File: config.mk
export PLATFORM = sky130hd
export DESIGN_NAME = register_file_flat
export DESIGN_NICKNAME = d
export VERILOG_FILES = /design/src/rtl/register_file_if.sv /design/src/rtl/register_file.sv /design/src/flat_wrapper.sv
export SDC_FILE = /design/constraint.sdc
export NUM_CORES = 2
export LEC_CHECK = 0
export BUFFER_PORTS_ARGS = -buffer_cell sky130_fd_sc_hd__buf_2
export CAP_MARGIN = 10
export CELL_PAD_IN_SITES_DETAIL_PLACEMENT = 1
export CELL_PAD_IN_SITES_GLOBAL_PLACEMENT = 1
export CORE_UTILIZATION = 38
export CTS_BUF_LIST = sky130_fd_sc_hd__clkbuf_8 sky130_fd_sc_hd__clkbuf_16
export DETAILED_ROUTE_END_ITERATION = 12
export GPL_TIMING_DRIVEN = 0
export PLACE_DENSITY_LB_ADDON = 0.1
export SYNTH_ARGS = -nofsm -noshare
export SYNTH_HDL_FRONTEND = slang
export SYNTH_SLANG_ARGS = --single-unit
export TNS_END_PERCENT = 10
File: constraint.sdc
create_clock -name clk -period 7.5 [get_ports clk]
set_input_delay 1.5 -clock clk [delete_from_list [all_inputs] [get_ports clk]]
set_output_delay 1.5 -clock clk [all_outputs]
set_load 0.005 [all_outputs]
File: src/rtl/register_file_if.sv
// Register-file access bundle: two read ports and one write port, named as in the LEGv8 datapath.
// The master drives indices and write-back; the slave returns the read data.
interface register_file_if #(
    parameter int DATA_WIDTH = 64,
    parameter int ADDR_WIDTH = 5
);
    logic [ADDR_WIDTH-1:0] Read_register1;
    logic [ADDR_WIDTH-1:0] Read_register2;
    logic [ADDR_WIDTH-1:0] Write_register;
    logic [DATA_WIDTH-1:0] Write_data;
    logic                  RegWrite;
    logic [DATA_WIDTH-1:0] Read_data1;
    logic [DATA_WIDTH-1:0] Read_data2;

    modport master (
        output Read_register1, Read_register2, Write_register, Write_data, RegWrite,
        input  Read_data1, Read_data2
    );

    modport slave (
        input  Read_register1, Read_register2, Write_register, Write_data, RegWrite,
        output Read_data1, Read_data2
    );
endinterface

File: src/rtl/register_file.sv
// LEGv8 register file: 31 x 64-bit storage plus XZR, 2 comb read ports, 1 write port; REGFILE_BYPASS_EN adds write-through.
// Reads are 0-latency, writes commit on the rising edge; no backpressure, always accepts.
module register_file #(
    parameter int DATA_WIDTH = 64,
    parameter int ADDR_WIDTH = 5
) (
    input  logic               clk,
    input  logic               rst_n,
    register_file_if.slave     bus
);
    localparam logic [ADDR_WIDTH-1:0] XZR = '1;

    logic [DATA_WIDTH-1:0] regs [0:30];
    logic                  wr_en;
    logic [DATA_WIDTH-1:0] rd1;
    logic [DATA_WIDTH-1:0] rd2;

    // Unknown RegWrite/Write_register makes the if-condition false, so the file is left untouched.
    assign wr_en = rst_n && bus.RegWrite && (bus.Write_register != XZR);

    always_ff @(posedge clk or negedge rst_n) begin
        if (!rst_n) begin
            for (int i = 0; i < 31; i++) begin
                regs[i] <= '0;
            end
        end else if (wr_en) begin
            regs[bus.Write_register] <= bus.Write_data;
        end
    end

    always_comb begin
        rd1 = (bus.Read_register1 == XZR) ? '0 : regs[bus.Read_register1];
        rd2 = (bus.Read_register2 == XZR) ? '0 : regs[bus.Read_register2];
`ifdef REGFILE_BYPASS_EN
        if (wr_en && (bus.Read_register1 == bus.Write_register)) begin
            rd1 = bus.Write_data;
        end
        if (wr_en && (bus.Read_register2 == bus.Write_register)) begin
            rd2 = bus.Write_data;
        end
`endif
    end

    assign bus.Read_data1 = rd1;
    assign bus.Read_data2 = rd2;
endmodule
File: src/flat_wrapper.sv
// flat-port wrapper written by rule: the top's interface ports become plain ports
module register_file_flat 
#(
    parameter int DATA_WIDTH = 64,
    parameter int ADDR_WIDTH = 5
)
  (clk, rst_n, bus_Read_register1, bus_Read_register2, bus_Write_register, bus_Write_data, bus_RegWrite, bus_Read_data1, bus_Read_data2);
  register_file_if #(.DATA_WIDTH(DATA_WIDTH), .ADDR_WIDTH(ADDR_WIDTH)) bus_i ();
  input  logic clk;
  input  logic rst_n;
  input wire logic [$bits(bus_i.Read_register1)-1:0] bus_Read_register1;
  input wire logic [$bits(bus_i.Read_register2)-1:0] bus_Read_register2;
  input wire logic [$bits(bus_i.Write_register)-1:0] bus_Write_register;
  input wire logic [$bits(bus_i.Write_data)-1:0] bus_Write_data;
  input wire logic [$bits(bus_i.RegWrite)-1:0] bus_RegWrite;
  output wire logic [$bits(bus_i.Read_data1)-1:0] bus_Read_data1;
  output wire logic [$bits(bus_i.Read_data2)-1:0] bus_Read_data2;
  assign bus_i.Read_register1 = bus_Read_register1;
  assign bus_i.Read_register2 = bus_Read_register2;
  assign bus_i.Write_register = bus_Write_register;
  assign bus_i.Write_data = bus_Write_data;
  assign bus_i.RegWrite = bus_RegWrite;
  assign bus_Read_data1 = bus_i.Read_data1;
  assign bus_Read_data2 = bus_i.Read_data2;
  register_file #(.DATA_WIDTH(DATA_WIDTH), .ADDR_WIDTH(ADDR_WIDTH)) u_core (.clk(clk), .rst_n(rst_n), .bus(bus_i));
endmodule
* Word level (Yosys, flattened, before mapping)
Cells that the tools add are included.
W data, S select, Z words.
** Cells by class
- Order comparisons :: 4
- Equal/unequal tests :: 3
- Mux-type cells :: 11
- Bitwise logic cells :: 3
- Reductions and logical operators :: 3
** Operator list (count)
- $bwmux W1984 :: 1
- $bmux W64 S5 :: 2
- $mux W64 :: 7
- $demux W64 S5 :: 1
- $ge A6 B6 Y1 const B :: 3
- $not A5 Y6 :: 3
- $eq A5 B5 Y1 const B :: 2
- $lt A6 B1 Y1 const B :: 1
- $ne A5 B5 Y1 const B :: 1
- $logic_and A1 B1 Y1 :: 3
** Word-level totals
- Register bits after elaboration :: 1984
- Bits of input ports :: 82
- Output and inout bits :: 128
- Logic and storage cells :: 55

* Longest topological paths before layout
- Word-level depth :: 6
- Mapped depth :: 8
- Mapped depth without buffers :: 4

* Least setup slack after synthesis
No wires, ideal clock.
- Path kind :: in2out
- Start point :: input port bus_Read_register2[1]
- End point :: output port bus_Read_data2[3]
- Arrival :: 3.340 ns
- Data required time :: 6.000 ns
- Slack :: 2.660 ns
- Stages on the path :: 6
- Path buffers :: 3
- Cells stage by stage :: buf_2 -> buf_2 -> clkbuf_1 -> mux4_2 -> mux4_2 -> mux2_2
** Between the ends
- Cells in the longest elaborated chain, start to end :: 5
- Elaborated cells between the ends (all ways) :: 6
- Classes of those cells :: eq/ne: 1; mux: 4; bitwise: 1
** RTL lines
- from (decl) :: RTL line flat_wrapper.sv:12 : input wire logic [$bits(bus_i.Read_register2)-1:0] bus_Read_register2;
- $not A5 Y6 (not written as such) :: RTL line register_file.sv:33 : rd2 = (bus.Read_register2 == XZR) ? '0 : regs[bus.Read_register2];
- $bmux W64 S5 :: RTL line register_file.sv:33
- $mux W64 (not written as such) (2 in series) :: RTL line register_file.sv:33
- $mux W64 (*) :: RTL line register_file.sv:33
- to (decl) :: RTL line flat_wrapper.sv:17 : output wire logic [$bits(bus_i.Read_data2)-1:0] bus_Read_data2;
Mark *: on every way between the ends. The rest lies on a longest branch, timed or not. The select of a mux whose other input is x is not followed.

* Final worst setup path
- Start point :: input port bus_Read_register1[0]
- End point :: output port bus_Read_data1[20]
** Between the ends
- Cells in the longest elaborated chain, start to end :: 5
- Elaborated cells between the ends (all ways) :: 6
- Classes of those cells :: eq/ne: 1; mux: 4; bitwise: 1
** RTL lines
- from (decl) :: RTL line flat_wrapper.sv:11 : input wire logic [$bits(bus_i.Read_register1)-1:0] bus_Read_register1;
- $not A5 Y6 (not written as such) :: RTL line register_file.sv:32 : rd1 = (bus.Read_register1 == XZR) ? '0 : regs[bus.Read_register1];
- $bmux W64 S5 :: RTL line register_file.sv:32
- $mux W64 (not written as such) (2 in series) :: RTL line register_file.sv:32
- $mux W64 (*) :: RTL line register_file.sv:32
- to (decl) :: RTL line flat_wrapper.sv:16 : output wire logic [$bits(bus_i.Read_data1)-1:0] bus_Read_data1;
Marks and branches as above.

==> metrics.md <==
| Metric | Value |
|---|---|
| Status | `finished clean` |
| Largest net degree at the start of global routing | `158` |
| Die footprint | `roughly 280000 µm²` |
| Yosys top cell by area | `dfrtp_1` |
| Ratio of cells with drive above 1 in the final layout | `57.9%` |
| Most frequent cells in the layout | `mux2_2 (2070), dfrtp_1 (1984), mux4_2 (1022), buf_2 (487), clkbuf_1 (312)` |
| Arrival @ worst endpoint | `5700 ps` |
| Hold Path Class | `input pin to async pin` |
| Iteration-0 DRC Markers | `8407` |
| Post-CTS setup buffers | `0` |
| Top cells by area, synth | `dfrtp_1 (47%), mux2_2 (22%), mux4_2 (22%)` |
| H-tree Lvls | `4` |
| CP required | `about 6000 ps` |
| Fmax | `0.139 GHz` |
| CTS tree | `yes` |
| RSZ-0062 raised after global routing | `no` |
| Worst r2r src | `u_core.regs[661]` |
| Cell Pwr Density | `255 nW/µm²` |
| Core Box Area | `276000 µm²` |
| Worst setup SP type | `input pin` |
| Finished Core Util | `44.0%` |
| Placed Cells | `10600` |
| DRC viols | `0` |
| CTS clk-pin slew, worst paths | `around 60 ps` |
| Setup tns final | `0 ps` |
| Mapped Cells | `6580` |
| Ys flop type | `dfrtp_1` |
| Post-synthesis register bit count | `1984` |
| Max reg flops | `slightly below 2000` |
| Fin crit period | `7200 ps` |
| Clk Latency, worst-skew pair | `950 ps` |
| Max IR drop VDD | `0.000208 V` |
| Vias in the first global route | `75300` |
| R2R depth | `1` |
| WL per Instance | `between 40 and 50 µm` |
| Period utilization | `95.9%` |
| R2r endpoint | `u_core.regs[661]` |
| Slew Viols, Final | `0` |
| Slew margin rel. | `3.06%` |
| Number of distinct library cells after synthesis | `39` |
| Gr usage total | `~37%` |
| FF-to-FF setup slack | `6670 ps` |
| Pleak | `between 50 and 60 nW` |
| Final Skew | `0 ps` |
| Initial core utilization | `38.2%` |
| CTS max path bufs | `4` |
| Pre-antenna DRT Iters | `5` |
| DIE HEIGHT | `between 500 and 600 µm` |
| Reg with most FFs | `u_core.regs` |
| GRT overflow | `0` |
| Synth top area share | `47.0%` |
| Port Buffers | `198` |
| Setup CP Type | `input pin to primary output` |
| Gpl congestion | `between 0.9 and 1` |
| Post-Layout Cell Count | `11100` |
| Initial antenna violation count | `53` |
| Cts repair resizes | `0` |
| Crit path from | `bus_Read_register1[0]` |
| Yosys warnings | `0` |
| Area grow syn2layout | `15.1%` |
| Post-synthesis sequential area ratio | `47.0%` |
| First-pass GRT wire length | `696000 µm` |
| Drt total wl | `519000 µm` |
| EDFF count, synth | `0` |
| Commonest non-fill, non-tap cell in the layout | `mux2_2` |
| Final #Nets | `7207` |
| Drt via density | `roughly 6.6` |
| Width of the chip | `529 µm` |
| ANT nets after route | `0` |
| Mean Syn Cell Area | `roughly 16 µm²` |
| Syn nets | `6662` |
| Root Buffer | `clkbuf_16` |
| Final HPWL DP | `350000 µm` |
| Crit Path Max Fanout | `10` |
| Final setup violation count | `0` |
| Max Cap Viol | `0` |
| Final Hold Viols | `0` |
| CTS Sinks | `1984` |
| Cts hold-fix bufs | `0` |
| Rows | `193` |
| Netlist Area Pre-Place | `106000 µm²` |
| Vias | `73100` |
| IO Count | `210` |
| Slew @ Worst Pin | `1450 ps` |
| Largest regs | `u_core.regs x1984` |
| Crit. End Element | `primary output` |
| CTS Buf Count | `between 200 and 250` |
| Async S/R FF share, synth | `100%` |
-- critical path, stage by stage --
cell,delay (ps)
clkbuf_1,360
buf_2,450
buf_2,770
buf_2,580
nand4_1,880
o211ai_1,470
o221a_2,270
a21oi_1,140
buf_2,200
-- cell type report --
type / instances / area [µm²]
diodes: 31 / 77.6
multi-input cells: 3847 / 52800
well taps: 3705 / 4640
clock inverters: 127 / 996
repair buffers: 308 / 3200
fillers: 27000 / 155000
inverters: 18 / 67.6
plain buffers: 731 / 3350
clock buffers: 307 / 6890
flip-flops and latches: 1984 / 49600
-- cell usage after synthesis (36+ instances only) --
cell       number
dfrtp_1      1984
buf_2         270
mux4_2       1022
nor2_1         57
clkbuf_1      407
mux2i_1       286
mux2_2       2070
mux2_1         42
o22ai_1        46
o2bb2ai_1     109
a211o_1        45
o221a_2        36
-- worst max-delay path by stage --
stage,cells past startpoint,to,slack [ps]
after floorplan,6,bus_Read_data2[3],2660
after global placement,1,u_core.regs[232],-42220
after detailed placement,9,bus_Read_data1[19],560
after CTS,9,bus_Read_data1[53],550
after global routing,9,bus_Read_data1[19],500
final,9,bus_Read_data1[20],300
-- through the flow --
stage / hold slack (ps) / total power, mW / setup WS (ps) / area (µm²)
floorplan: 470 / 16.7 / 2660 / 106000
global placement: 482 / 18.9 / -42220 / 111000
detailed placement: 499 / 19.2 / 559 / 114000
CTS: 496 / 31.0 / 554 / 122000
global route: 514 / 31.9 / 495 / 122000
finish: 504 / 31.0 / 305 / 122000
-- report_power, final --
group	total, mW	leakage, nW	internal, mW	switching [mW]
combinational	5.88	24.2	3.03	2.85
sequential	13.2	26.4	12.1	1.09
clock	11.9	4.16	6.85	5.05
-- cell families after synthesis --
logic type,after synthesis,synth area share (%)
buf+inv,749,3.10
flops,1984,47.0
compound gates,295,2.33
simple gates,132,0.614
mux,3420,47.0
-- layer usage --
| metal | share of wire (%) | vias up | track usage [%] |
|---|---|---|---|
| li1 | - | 26900 | - |
| met1 | 39 | 40700 | 47.3 |
| met2 | 45 | 4131 | 55.7 |
| met3 | 9.4 | 1264 | 11.2 |
| met4 | 7.1 | 30 | 22.9 |
| met5 | 0.056 | - | 0.312 |
No activity file was read; power rests on OpenSTA's default activity.
